## src/rtl/uart_tx_arb.sv

```systemverilog
// rtl/uart_tx_arb.sv - two-requester byte arbiter with per-requester FIFOs in front of a UART transmitter
// Build option UART_TX_ARB_FIXED_PRIO_EN: requester 0 always wins instead of round-robin.
module uart_tx_arb #(
    parameter int DEPTH_LOG2 = 2
) (
    input  logic                  clk,
    input  logic                  reset,
    input  logic                  req0_wr,
    input  logic [7:0]            req0_data,
    output logic [DEPTH_LOG2:0]   req0_level,
    output logic                  req0_full,
    input  logic                  req1_wr,
    input  logic [7:0]            req1_data,
    output logic [DEPTH_LOG2:0]   req1_level,
    output logic                  req1_full,
    input  logic [1:0]            ovf_clr,
    output logic [1:0]            ovf,
    input  logic                  tx_busy,
    input  logic                  tx_end,
    output logic                  tx_start,
    output logic [7:0]            tx_data,
    output logic                  owner,
    output logic                  active
);
    localparam int DEPTH = 1 << DEPTH_LOG2;
    localparam logic [DEPTH_LOG2:0] DEPTH_LVL = (DEPTH_LOG2 + 1)'(DEPTH);

    typedef enum logic {ST_IDLE, ST_WAIT} state_t;

    logic [7:0]            mem_q [2][DEPTH];
    logic [7:0]            mem_d [2][DEPTH];
    logic [DEPTH_LOG2-1:0] wr_ptr_q [2];
    logic [DEPTH_LOG2-1:0] wr_ptr_d [2];
    logic [DEPTH_LOG2-1:0] rd_ptr_q [2];
    logic [DEPTH_LOG2-1:0] rd_ptr_d [2];
    logic [DEPTH_LOG2:0]   level_q [2];
    logic [DEPTH_LOG2:0]   level_d [2];
    logic [1:0]            full_q, full_d;
    logic [1:0]            ovf_q, ovf_d;
    state_t                state_q, state_d;
    logic                  tx_start_q, tx_start_d;
    logic [7:0]            tx_data_q, tx_data_d;
    logic                  owner_q, owner_d;
    logic                  active_q, active_d;
    logic                  last_grant_q, last_grant_d;

    logic [1:0] wr, nonempty, push, pop;
    logic [7:0] wdata [2];
    logic       issue, sel;

    always_comb begin
        wr       = {req1_wr, req0_wr};
        wdata[0] = req0_data;
        wdata[1] = req1_data;
        for (int i = 0; i < 2; i++) nonempty[i] = (level_q[i] != '0);
        issue = (state_q == ST_IDLE) && !tx_busy && (nonempty != 2'b00);
`ifdef UART_TX_ARB_FIXED_PRIO_EN
        sel = !nonempty[0];
`else
        sel = (nonempty == 2'b11) ? !last_grant_q : !nonempty[0];
`endif
        mem_d = mem_q;
        for (int i = 0; i < 2; i++) begin
            // Fullness is judged on the pre-pop level, so a push on a full FIFO drops even when popped.
            push[i]     = wr[i] && (level_q[i] != DEPTH_LVL);
            pop[i]      = issue && (sel == (i == 1));
            wr_ptr_d[i] = wr_ptr_q[i];
            rd_ptr_d[i] = rd_ptr_q[i];
            if (push[i]) begin
                mem_d[i][wr_ptr_q[i]] = wdata[i];
                wr_ptr_d[i]           = wr_ptr_q[i] + DEPTH_LOG2'(1);
            end
            if (pop[i]) rd_ptr_d[i] = rd_ptr_q[i] + DEPTH_LOG2'(1);
            level_d[i] = level_q[i] + (DEPTH_LOG2 + 1)'(push[i]) - (DEPTH_LOG2 + 1)'(pop[i]);
            full_d[i]  = (level_d[i] == DEPTH_LVL);
        end
        ovf_d = (ovf_q & ~ovf_clr) | (wr & ~push);

        state_d      = state_q;
        tx_start_d   = issue;
        tx_data_d    = tx_data_q;
        owner_d      = owner_q;
        last_grant_d = last_grant_q;
        case (state_q)
            ST_IDLE: if (issue) begin
                state_d      = ST_WAIT;
                tx_data_d    = mem_q[sel][rd_ptr_q[sel]];
                owner_d      = sel;
                last_grant_d = sel;
            end
            ST_WAIT: if (tx_end) state_d = ST_IDLE;
            default: state_d = ST_IDLE;
        endcase
        active_d = (state_d == ST_WAIT);
    end

    always_ff @(posedge clk) begin
        if (!reset) begin
            state_q      <= ST_IDLE;
            tx_start_q   <= 1'b0;
            tx_data_q    <= 8'h00;
            owner_q      <= 1'b0;
            active_q     <= 1'b0;
            last_grant_q <= 1'b1;
            ovf_q        <= 2'b00;
            full_q       <= 2'b00;
            for (int i = 0; i < 2; i++) begin
                wr_ptr_q[i] <= '0;
                rd_ptr_q[i] <= '0;
                level_q[i]  <= '0;
            end
        end else begin
            state_q      <= state_d;
            tx_start_q   <= tx_start_d;
            tx_data_q    <= tx_data_d;
            owner_q      <= owner_d;
            active_q     <= active_d;
            last_grant_q <= last_grant_d;
            ovf_q        <= ovf_d;
            full_q       <= full_d;
            for (int i = 0; i < 2; i++) begin
                wr_ptr_q[i] <= wr_ptr_d[i];
                rd_ptr_q[i] <= rd_ptr_d[i];
                level_q[i]  <= level_d[i];
            end
        end
    end

    // Storage needs no reset: the emptied pointers make stale contents unreachable.
    always_ff @(posedge clk) mem_q <= mem_d;

    assign req0_level = level_q[0];
    assign req1_level = level_q[1];
    assign req0_full  = full_q[0];
    assign req1_full  = full_q[1];
    assign ovf        = ovf_q;
    assign tx_start   = tx_start_q;
    assign tx_data    = tx_data_q;
    assign owner      = owner_q;
    assign active     = active_q;
endmodule

```

## config.mk

```make
export PLATFORM = sky130hd
export DESIGN_NAME = uart_tx_arb
export DESIGN_NICKNAME = d
export VERILOG_FILES = /design/src/rtl/uart_tx_arb.sv
export SDC_FILE = /design/constraint.sdc
export NUM_CORES = 1
export LEC_CHECK = 0
export BUFFER_PORTS_ARGS = -buffer_cell sky130_fd_sc_hd__buf_2
export CAP_MARGIN = 20
export CORE_MARGIN = 5
export CORE_UTILIZATION = 60
export CTS_CLUSTER_SIZE = 28
export DETAILED_ROUTE_END_ITERATION = 10
export GPL_TIMING_DRIVEN = 0
export PLACE_DENSITY = 0.8
export REMOVE_ABC_BUFFERS = 1
export SYNTH_ARGS = -nofsm -noshare
export SYNTH_HDL_FRONTEND = slang
export SYNTH_SLANG_ARGS = --single-unit
```

## constraint.sdc

```tcl
create_clock -name clk -period 4.3 [get_ports clk]
set_input_delay 0.86 -clock clk [delete_from_list [all_inputs] [get_ports clk]]
set_output_delay 0.86 -clock clk [all_outputs]
set_load 0.01 [all_outputs]
```

Word level (Yosys, flattened, before mapping)
Memories as Yosys holds them, arrays and structs flattened.
Cells that the tools add are included.

word-level totals
  register bits = 80
  RAM bits = 14
  input port bits = 24
  logic and storage cells = 97
  memories = 3

cells by class
  $add $sub $neg = 8
  magnitude comparators = 6
  equal/unequal tests = 5
  multiplexer cells = 28
  bitwise logic cells = 17
  reductions and logical operators = 15

memories
  name      words  bits a word  rd ports  clocked after memory_dff  wr ports  line  RTL
  level_q   2      3            2         0                         2         36    logic [DEPTH_LOG2:0] level_q [2];
  rd_ptr_q  2      2            3         0                         2         34    logic [DEPTH_LOG2-1:0] rd_ptr_q [2];
  wr_ptr_q  2      2            2         0                         2         32    logic [DEPTH_LOG2-1:0] wr_ptr_q [2];

operators with widths
  cell                                                number
  two-way mux 32 bit                                  3
  bitwise mux 32 bit                                  2
  demux 8 bit (select 2 bit)                          2
  two-way mux 8 bit                                   4
  binary-select mux 8 bit (select 2 bit)              1
  two-way mux 2 bit                                   8
  >= comparator 3 bit, second input constant          3
  inverter 2 -> 3 bit                                 3
  adder 2 x 1 -> 2 bit, second input constant         4
  logical AND 1 bit                                   8
  adder 3 x 1 -> 3 bit                                2
  == test 3 bit, second input constant                2
  < comparator 3 x 1 -> 1 bit, second input constant  2
  two-way mux 3 bit                                   2
  != test 3 bit, second input constant                2
  bitwise OR 1 bit                                    6
  nonzero test 3 bit                                  2
  subtractor 3 x 1 -> 3 bit                           2
  two-way mux 1 bit                                   5
  bitwise AND 2 bit                                   2
  inverter 2 bit                                      2
  logical NOT 1 bit                                   3
  == test 2 bit, second input constant                1
  >= comparator 2 bit, second input constant          1
  other kinds (6)                                     7

Logic depth before layout (Yosys ltp)
Gate-level depths: netlist (run 1).

  word-level depth = 10
  depth in mapped cells = 11
  mapped depth without buffers = 11

Least setup slack after synthesis (run 1)
Ideal clock, no wire load.

  path kind = input port to flip-flop
  start point = input tx_busy
  end point = register full_q[0]
  data arrival time = 2.575 ns
  data required time = 4.184 ns
  slack = 1.609 ns
  stages = 11
  path through = nor2_1 -> o211a_1 -> ha_1 -> inv_1 -> ha_1 -> inv_1 -> fa_1 -> xnor2_1 -> xnor2_1 -> and2_1 -> and3b_1

between the ends
  longest elaborated chain between the ends = 6

RTL lines
  element                         line  RTL
  start, declared                 18    input logic tx_busy,
  logical NOT 1 bit               56    issue = (state_q == ST_IDLE) && !tx_busy && (nonempty != 2'b00);
  logical AND 1 bit (2 in a row)  56
  logical AND 1 bit               66    pop[i] = issue && (sel == (i == 1));
  named net pop[0]                47    logic [1:0] wr, nonempty, push, pop;
  subtractor 3 x 1 -> 3 bit       74    level_d[i] = level_q[i] + (DEPTH_LOG2 + 1)'(push[i]) - (DEPTH_LOG2 + 1)'(pop[i]);
  == test 3 bit                   75    full_d[i] = (level_d[i] == DEPTH_LVL);
  end signal, assigned            120   full_q <= full_d;
  end, declared                   38    logic [1:0] full_q, full_d;

The timed path passes the listed nets, and every way through them passes these cells.
A chain may end at the register's enable or synchronous reset.

==> flow_metrics.py, run 1 <==
metrics = {
    "worst_setup_path": {
        "crit_required_ns": 4.57,
        "crit_slowest_cell": "or3_4",
        "crit_chain": "or3_4 -> a2111oi_4 -> ha_1 -> inv_1 -> ha_1 -> fa_1 -> xnor2_1 -> xnor2_1 -> and2_1 -> nor3b_1",
        "worstPathArrival_ns": 3.01,
        "max_stage_delay_ns": 0.45,
        "path_buf_inv": 1,
        "crit_family": "simple AND/OR/NAND/NOR gates",
        "r2r_slack_ns": 1.56,
        "critPathKind": "register to register",
        "path_max_fanout": 5,
        "cp-end-kind": "register",
        "worstSetupStartpointType": "register",
    },
    "finish": {
        "antenna_cells": 0,
        "post-route-util": 0.7000,
        "area_delta_synth_final_pct": 11.92,
        "drive_above_1_share": 0.2792,
        "nNetsFinal": 316,
    },
    "power_and_ir_drop": {
        "clkPwrFrac": 0.211,
        "power_leakage_nw": 1.600,
        "p_sw_frac": 0.3135,
        "pwr-share-seq": 0.511,
        "combPwrFrac": 0.277,
        "max-vdd-ir-drop_v": 0.0003280,
        "p_switching_mw": 0.7664,
        "power.density_mw_per_mm2": 579.5,
        "p_int_mw": 1.678,
    },
    "clock_tree": {
        "post_cts_buffers": 0,
        "htreeDepth": 3,
        "clk_pin_slew_ns": 0.09,
        "cts_resized": 0,
        "tritoncts": "built",
        "cts_hold_buffers": 0,
        "root_buffer": "clkbuf_8",
        "cts_buffer_depth": 2,
        "cts_buffers": 9,
        "cts.sinks": 94,
        "clock_latency_ns": 0.36,
    },
    "floorplan": {
        "die_x_um": 89.25,
        "row_count": 28,
        "core-area_mm2": 0.006026,
        "die_height_um": 89.25,
        "die_area_mm2": 0.007966,
        "io_pins": 45,
        "initial_core_util": 0.6254,
    },
    "detailed_routing": {
        "ant_nets": 0,
        "vias": 1998,
        "dr.pass1.iters": 4,
        "drc": 0,
        "wl_per_cell_um": 17.48,
        "first_iter_violations": 136,
        "wl_um": 6259,
        "vias_per_cell": 5.581,
    },
    "global_route": {
        "grt_pass1_wl_um": 10260,
        "grt_usage": 0.1770,
        "gr-total-overflow": 0,
        "grt_max_degree": 31,
        "grt_pass1_vias": 2048,
        "antenna_found_initial": 0,
    },
    "synthesis": {
        "seq_area_frac_synth": 0.6693,
        "synth.most_common_cell": "edfxtp_1",
        "synth_cell_type_count": 33,
        "synth.top_cells.by_area": "edfxtp_1 51%, dfxtp_1 16%, mux4_2 9.6%",
        "synth_top_cell_by_area": "edfxtp_1",
        "yosys-top-cells-count": "64 x edfxtp_1, 30 x dfxtp_1, 18 x and2_1, 16 x mux4_2, 13 x inv_1",
        "ys_seq_elements": 94,
        "synth_edf_count": 64,
        "ys.flop_type": "edfxtp_1",
        "synth_xor_area_frac": 0.01859,
        "synth_simple_gate_area_frac": 0.06142,
        "syn-cell-area_mm2": 0.003769,
        "synth_top_family_by_area": "multiplexers",
        "async_flop_share": 0,
        "synthMuxAreaShare": 0.1248,
        "synth_top_area_share": 0.5100,
        "synth_cells": 232,
        "synth.avg_cell_area_um2": 16.24,
        "synthAdderAreaFrac": 0.05046,
        "yosysWarnings": 0,
        "synth_compound_area_frac": 0.05212,
    },
    "placed_design": {
        "globalplace.congestion": 0.7105,
        "hpwlAfterDp_um": 4328,
        "portBuffers": 44,
    },
    "sta": {
        "fin_skew_ns": 0.01031,
        "fin_crit_sh": 0.6373,
        "setup_violations": 0,
        "slew_headroom": 0.5660,
        "tns_ns": 0,
        "rsz0062_at_grt": "false",
        "max_clock_freq_mhz": 364.9,
        "finalCriticalPeriod_ns": 2.740,
        "hold_viol": 0,
        "worst_pin_slew_ns": 0.6501,
        "final-max-slew-violation-count": 0,
    },
    "job": {
        "max_cap_violations": 0,
    },
    "run_status": {
        "status": "finished clean",
    },
    "hold_path": {
        "hold_class": "register to register",
    },
}
[registers in the layout, summed over array words and instances (netlist names), 2 cells and up]
signal and count:
full_q 2, ovf 2, rd_ptr_q 4, mem_q 64, tx_data 8, level_q 6
wr_ptr_q 4
[worst reg2reg max path: cells and delay by family (launching register included)]
kind | cells | cell delay [ns]
AO/OA/AOI/OAI | 1 | 0.44
AND/OR/NAND/NOR | 3 | 0.77
buffers and inverters | 1 | 0.04
XOR/XNOR | 2 | 0.30
flip-flops | 1 | 0.38
adder cells (fa/ha/maj) | 3 | 0.74
[stage by stage]
stage                     total power, mW  worst slack (ns)  std cells  hold slack [ns]  instance area, um^2
after global routing                2.606             1.335        358           0.5497                 4218
after global placement              1.928             1.366        342           0.4850                 4044
after detailed placement            1.960             1.327        342           0.4904                 4044
after floorplan                     1.741             1.609        223           0.5277                 3730
final                               2.444             1.560        358           0.5072                 4218
after CTS                           2.470             1.531        358           0.5141                 4218
[routing by layer]
layer  part of all wire  wire [um]  global-route usage
met5                  0          0                   0
met4              0.016        100             0.07307
met3              0.056        350             0.03318
met2               0.47       2967              0.2706
met1               0.45       2840              0.2528
[power by group through the flow]
stage / logic, mW / registers, mW / clock network [mW]
6_report: 0.678 / 1.25 / 0.516
3_3_place_gp: 0.664 / 1.26 / 0
4_1_cts: 0.692 / 1.25 / 0.524
5_1_grt: 0.768 / 1.27 / 0.565
2_1_floorplan: 0.470 / 1.27 / 0
3_5_place_dp: 0.688 / 1.27 / 0
[cell usage in the layout, fill, tap and decap left out, types with 2 or more instances in the layout]
master       n
a21boi_1     2
a21oi_1      8
a32oi_1      2
and2_1      18
buf_2       44
clkbuf_8     9
clkinv_4     2
clkinvlp_4   2
dfxtp_1     30
edfxtp_1    64
fa_1         2
ha_1        12
inv_1       13
mux2i_1     11
mux4_2      16
nand2_1      4
nor2_1       5
nor2b_1      6
o21ai_0     10
xnor2_1      6
xor2_1       2
[worst paths after layout]
kind / start / to / cells after the start
worst min-delay path: ovf[1] / ovf[1] / 2
worst max register to register: level_q[0][1] / full_q[1] / 10
worst max-delay path: level_q[0][1] / full_q[1] / 10
worst min register to register: ovf[1] / ovf[1] / 2
[area by class of cell]
| type | instances | area, um^2 |
|---|---|---|
| clock buffer | 9 | 123.9 |
| clock inverter | 7 | 50.05 |
| fill | 414 | 1808 |
| inverter | 13 | 48.80 |
| multi-input combinational | 116 | 1159 |
| sequential | 94 | 2522 |
| tap | 75 | 93.84 |
| timing repair buffer | 44 | 220.2 |
[kinds of logic after synthesis]
| logic type | after synthesis |
|---|---|
| AO/OA/AOI/OAI | 28 |
| XOR/XNOR | 8 |
| AND/OR/NAND/NOR | 39 |
| buffers and inverters | 22 |
| adder cells (fa/ha/maj) | 14 |
| flip-flops | 94 |
| multiplexers | 27 |
Note: power is estimated with default switching activity, not from simulation.
==> inputs of run 2 (changes only) <==
--- a/config.mk
+++ b/config.mk
@@ -5,14 +5,15 @@
 export SDC_FILE = /design/constraint.sdc
 export NUM_CORES = 1
 export LEC_CHECK = 0
+export ABC_AREA = 1
 export BUFFER_PORTS_ARGS = -buffer_cell sky130_fd_sc_hd__buf_2
 export CAP_MARGIN = 20
 export CORE_MARGIN = 5
-export CORE_UTILIZATION = 60
+export CORE_UTILIZATION = 58
 export CTS_CLUSTER_SIZE = 28
 export DETAILED_ROUTE_END_ITERATION = 10
 export GPL_TIMING_DRIVEN = 0
-export PLACE_DENSITY = 0.8
+export PLACE_DENSITY = 0.77
 export REMOVE_ABC_BUFFERS = 1
 export SYNTH_ARGS = -nofsm -noshare
 export SYNTH_HDL_FRONTEND = slang
==> constraint.sdc (replaced) <==
create_clock -name clk -period 2.87 [get_ports clk]
set_input_delay 0.574 -clock clk [delete_from_list [all_inputs] [get_ports clk]]
set_output_delay 0.574 -clock clk [all_outputs]
set_load 0.01 [all_outputs]
==> run 2 against run 1 <==
- sequential cell count unchanged
- global-route usage up 3.2 points
- total power up 94%
- final area up 11%
- maximum frequency down 0.71%
==> flow_metrics.py, run 2 <==
metrics = {
    "clock_tree": {
        "htreeDepth": 3,
        "tritoncts": "built",
        "clock_latency_ns": 0.35,
        "root_buffer": "clkbuf_8",
        "cts_buffer_depth": 2,
        "cts_hold_buffers": 0,
        "cts_buffers": 9,
        "clk_pin_slew_ns": 0.09,
        "cts.sinks": 94,
    },
    "sta": {
        "fin_crit_sh": 0.9617,
        "rsz0062_at_grt": "true",
        "slew_headroom": 0.2966,
        "worst_pin_slew_ns": 1.051,
        "final-max-slew-violation-count": 0,
        "finalCriticalPeriod_ns": 2.760,
        "hold_viol": 0,
        "fin_hold_ws_ns": 0.4228,
        "setup_ws_ns": 0.1099,
        "setup_violations": 0,
        "max_clock_freq_mhz": 362.3,
        "fin_skew_ns": 0.008180,
    },
    "finish": {
        "layout_common_cells": "151 x nand2_1, 64 x edfxtp_1, 45 x inv_1, 44 x buf_2, 43 x nand3_1",
        "final_cells": 581,
        "area_delta_synth_final_pct": 13.33,
        "drive_above_1_share": 0.1629,
        "top_register": "mem_q",
        "largest_reg_flops": 64,
        "layout_commonest_cell": "nand2_1",
        "nNetsFinal": 518,
        "antenna_cells": 0,
    },
    "hold_path": {
        "hold_class": "input port to register",
        "holdCritStartpoint": "req0_data[2]",
    },
    "detailed_routing": {
        "wl_per_cell_um": 14.83,
        "wl_um": 8618,
        "first_iter_violations": 198,
        "dr.pass1.iters": 5,
        "vias_per_cell": 5.151,
        "drc": 0,
        "ant_nets": 0,
        "vias": 2993,
    },
    "floorplan": {
        "die_area_mm2": 0.008944,
        "die_height_um": 94.58,
        "io_pins": 45,
        "initial_core_util": 0.6040,
        "row_count": 30,
        "die_x_um": 94.58,
        "core-area_mm2": 0.006869,
    },
    "worst_setup_path": {
        "crit_chain": "nor2_4 -> nand2_4 -> nand2_8 -> nand2_8 -> nor2_2 -> ha_1 -> inv_1 -> ha_1 -> inv_1 -> fa_1 -> a21oi_1 -> o21ai_0 -> inv_1 -> nand2_1 -> nor2_1",
        "cp-end-kind": "register",
        "r2r_start": "level_q[0][4]",
        "critPathKind": "register to register",
        "crit_slowest_cell": "fa_1",
        "cp_common_cell": "inv_1",
        "startpoint": "level_q[0][4]",
        "max_stage_delay_ns": 0.38,
        "worstSetupStartpointType": "register",
        "path_max_fanout": 38,
        "crit_required_ns": 3.17,
        "crit_family": "simple AND/OR/NAND/NOR gates",
        "worstPathArrival_ns": 3.06,
        "path_buf_inv": 3,
    },
    "synthesis": {
        "ys.flop_type": "edfxtp_1",
        "synth_cells": 435,
        "synth_top_area_share": 0.4632,
        "synth_edf_count": 64,
        "syn-cell-area_mm2": 0.004149,
        "synth_cell_type_count": 29,
        "synth_top_cell_by_area": "edfxtp_1",
        "yosysWarnings": 0,
        "synth.most_common_cell": "nand2_1",
        "async_flop_share": 0,
        "ys_seq_elements": 94,
        "seq_area_frac_synth": 0.6080,
        "synth.avg_cell_area_um2": 9.538,
        "yosys-top-cells-count": "151 x nand2_1, 64 x edfxtp_1, 46 x inv_1, 43 x nand3_1, 33 x nor2_1",
        "synth.top_cells.by_area": "edfxtp_1 46%, dfxtp_1 14%, nand2_1 14%",
    },
    "job": {
        "max_cap_violations": 0,
    },
    "power_and_ir_drop": {
        "power_leakage_nw": 2.164,
        "max-vdd-ir-drop_v": 0.0004487,
        "power.density_mw_per_mm2": 1006,
        "power_mw": 4.732,
    },
    "global_route": {
        "grt_usage": 0.2086,
        "grt_max_degree": 39,
        "gr-total-overflow": 0,
        "grt_pass1_wl_um": 13940,
        "antenna_found_initial": 0,
        "grt_pass1_vias": 2944,
    },
    "placed_design": {
        "portBuffers": 44,
        "dpl.cell_count": 560,
        "hpwlAfterDp_um": 5308,
        "globalplace.congestion": 0.7508,
        "dp_slack_ns": -0.3792,
    },
    "run_status": {
        "status": "finished clean",
    },
}
run 2: cell count changes in the layout (fill, tap and decap cells not counted), moves of 16 or more:
| cell | previous run | this run |
|---|---|---|
| mux4_2 | 16 | 0 |
| inv_1 | 13 | 45 |
| and2_1 | 18 | 0 |
| nand3_1 | 0 | 43 |
| nor2_1 | 5 | 32 |
| nand2_1 | 4 | 151 |
run 2: path summary, 6_finish.rpt:
kind / cells past startpoint / end / slack [ns]
min reg2reg: 2 / ovf[1] / 0.47
min: 1 / mem_q[58] / 0.42
max reg2reg: 15 / full_q[0] / 0.11
max: 15 / full_q[0] / 0.11
run 2: power by group:
part	switching [mW]	internal [mW]	total, mW
logic	1.31	0.658	1.97
clock network	0.452	0.518	0.970
registers	0.110	1.69	1.80
run 2: routing by layer:
metal,global-route usage,up-vias,wire [um]
met5,0,-,0
met4,0.08053,0,171
met3,0.04223,17,579
met2,0.3534,91,4370
met1,0.2641,1394,3497
li1,-,1491,-
run 2: cell type report:
| class | count | area, um^2 |
|---|---|---|
| flip-flops and latches | 94 | 2522 |
| inverters | 49 | 186.4 |
| clock inverters | 5 | 82.58 |
| fillers | 529 | 2167 |
| well taps | 96 | 120.1 |
| repair buffers | 48 | 250.2 |
| clock buffers | 11 | 141.4 |
| multi-input cells | 278 | 1399 |
run 2: stage by stage:
stage	utilization	area (um^2)	setup TNS [ns]
after CTS	0.6816	4682	0
after global routing	0.6845	4702	-0.06580
after detailed placement	0.6408	4402	-1.470
final	0.6845	4702	0
after floorplan	-	4061	0
after global placement	0.6408	4402	-1.005
run 2: cells by family (layout without fill, tap and decap cells):
kind of cell,Yosys count,in the layout,share of synthesized area
flops,94,94,0.6080
xor+xnor,3,3,0.006334
compound gates,23,23,0.03287
fa+ha+maj,14,14,0.04584
simple gates,237,238,0.2416
buf+inv,64,113,0.06544
run 2: timing repair:
| item | 4_1_cts | 5_1_grt |
|---|---|---|
| gates cloned | 1 | 0 |
| setup endpoints to repair | 6 | 4 |
| pin swaps | 1 | 2 |
| setup buffers | 2 | 2 |
| gates resized for setup | 4 | 4 |
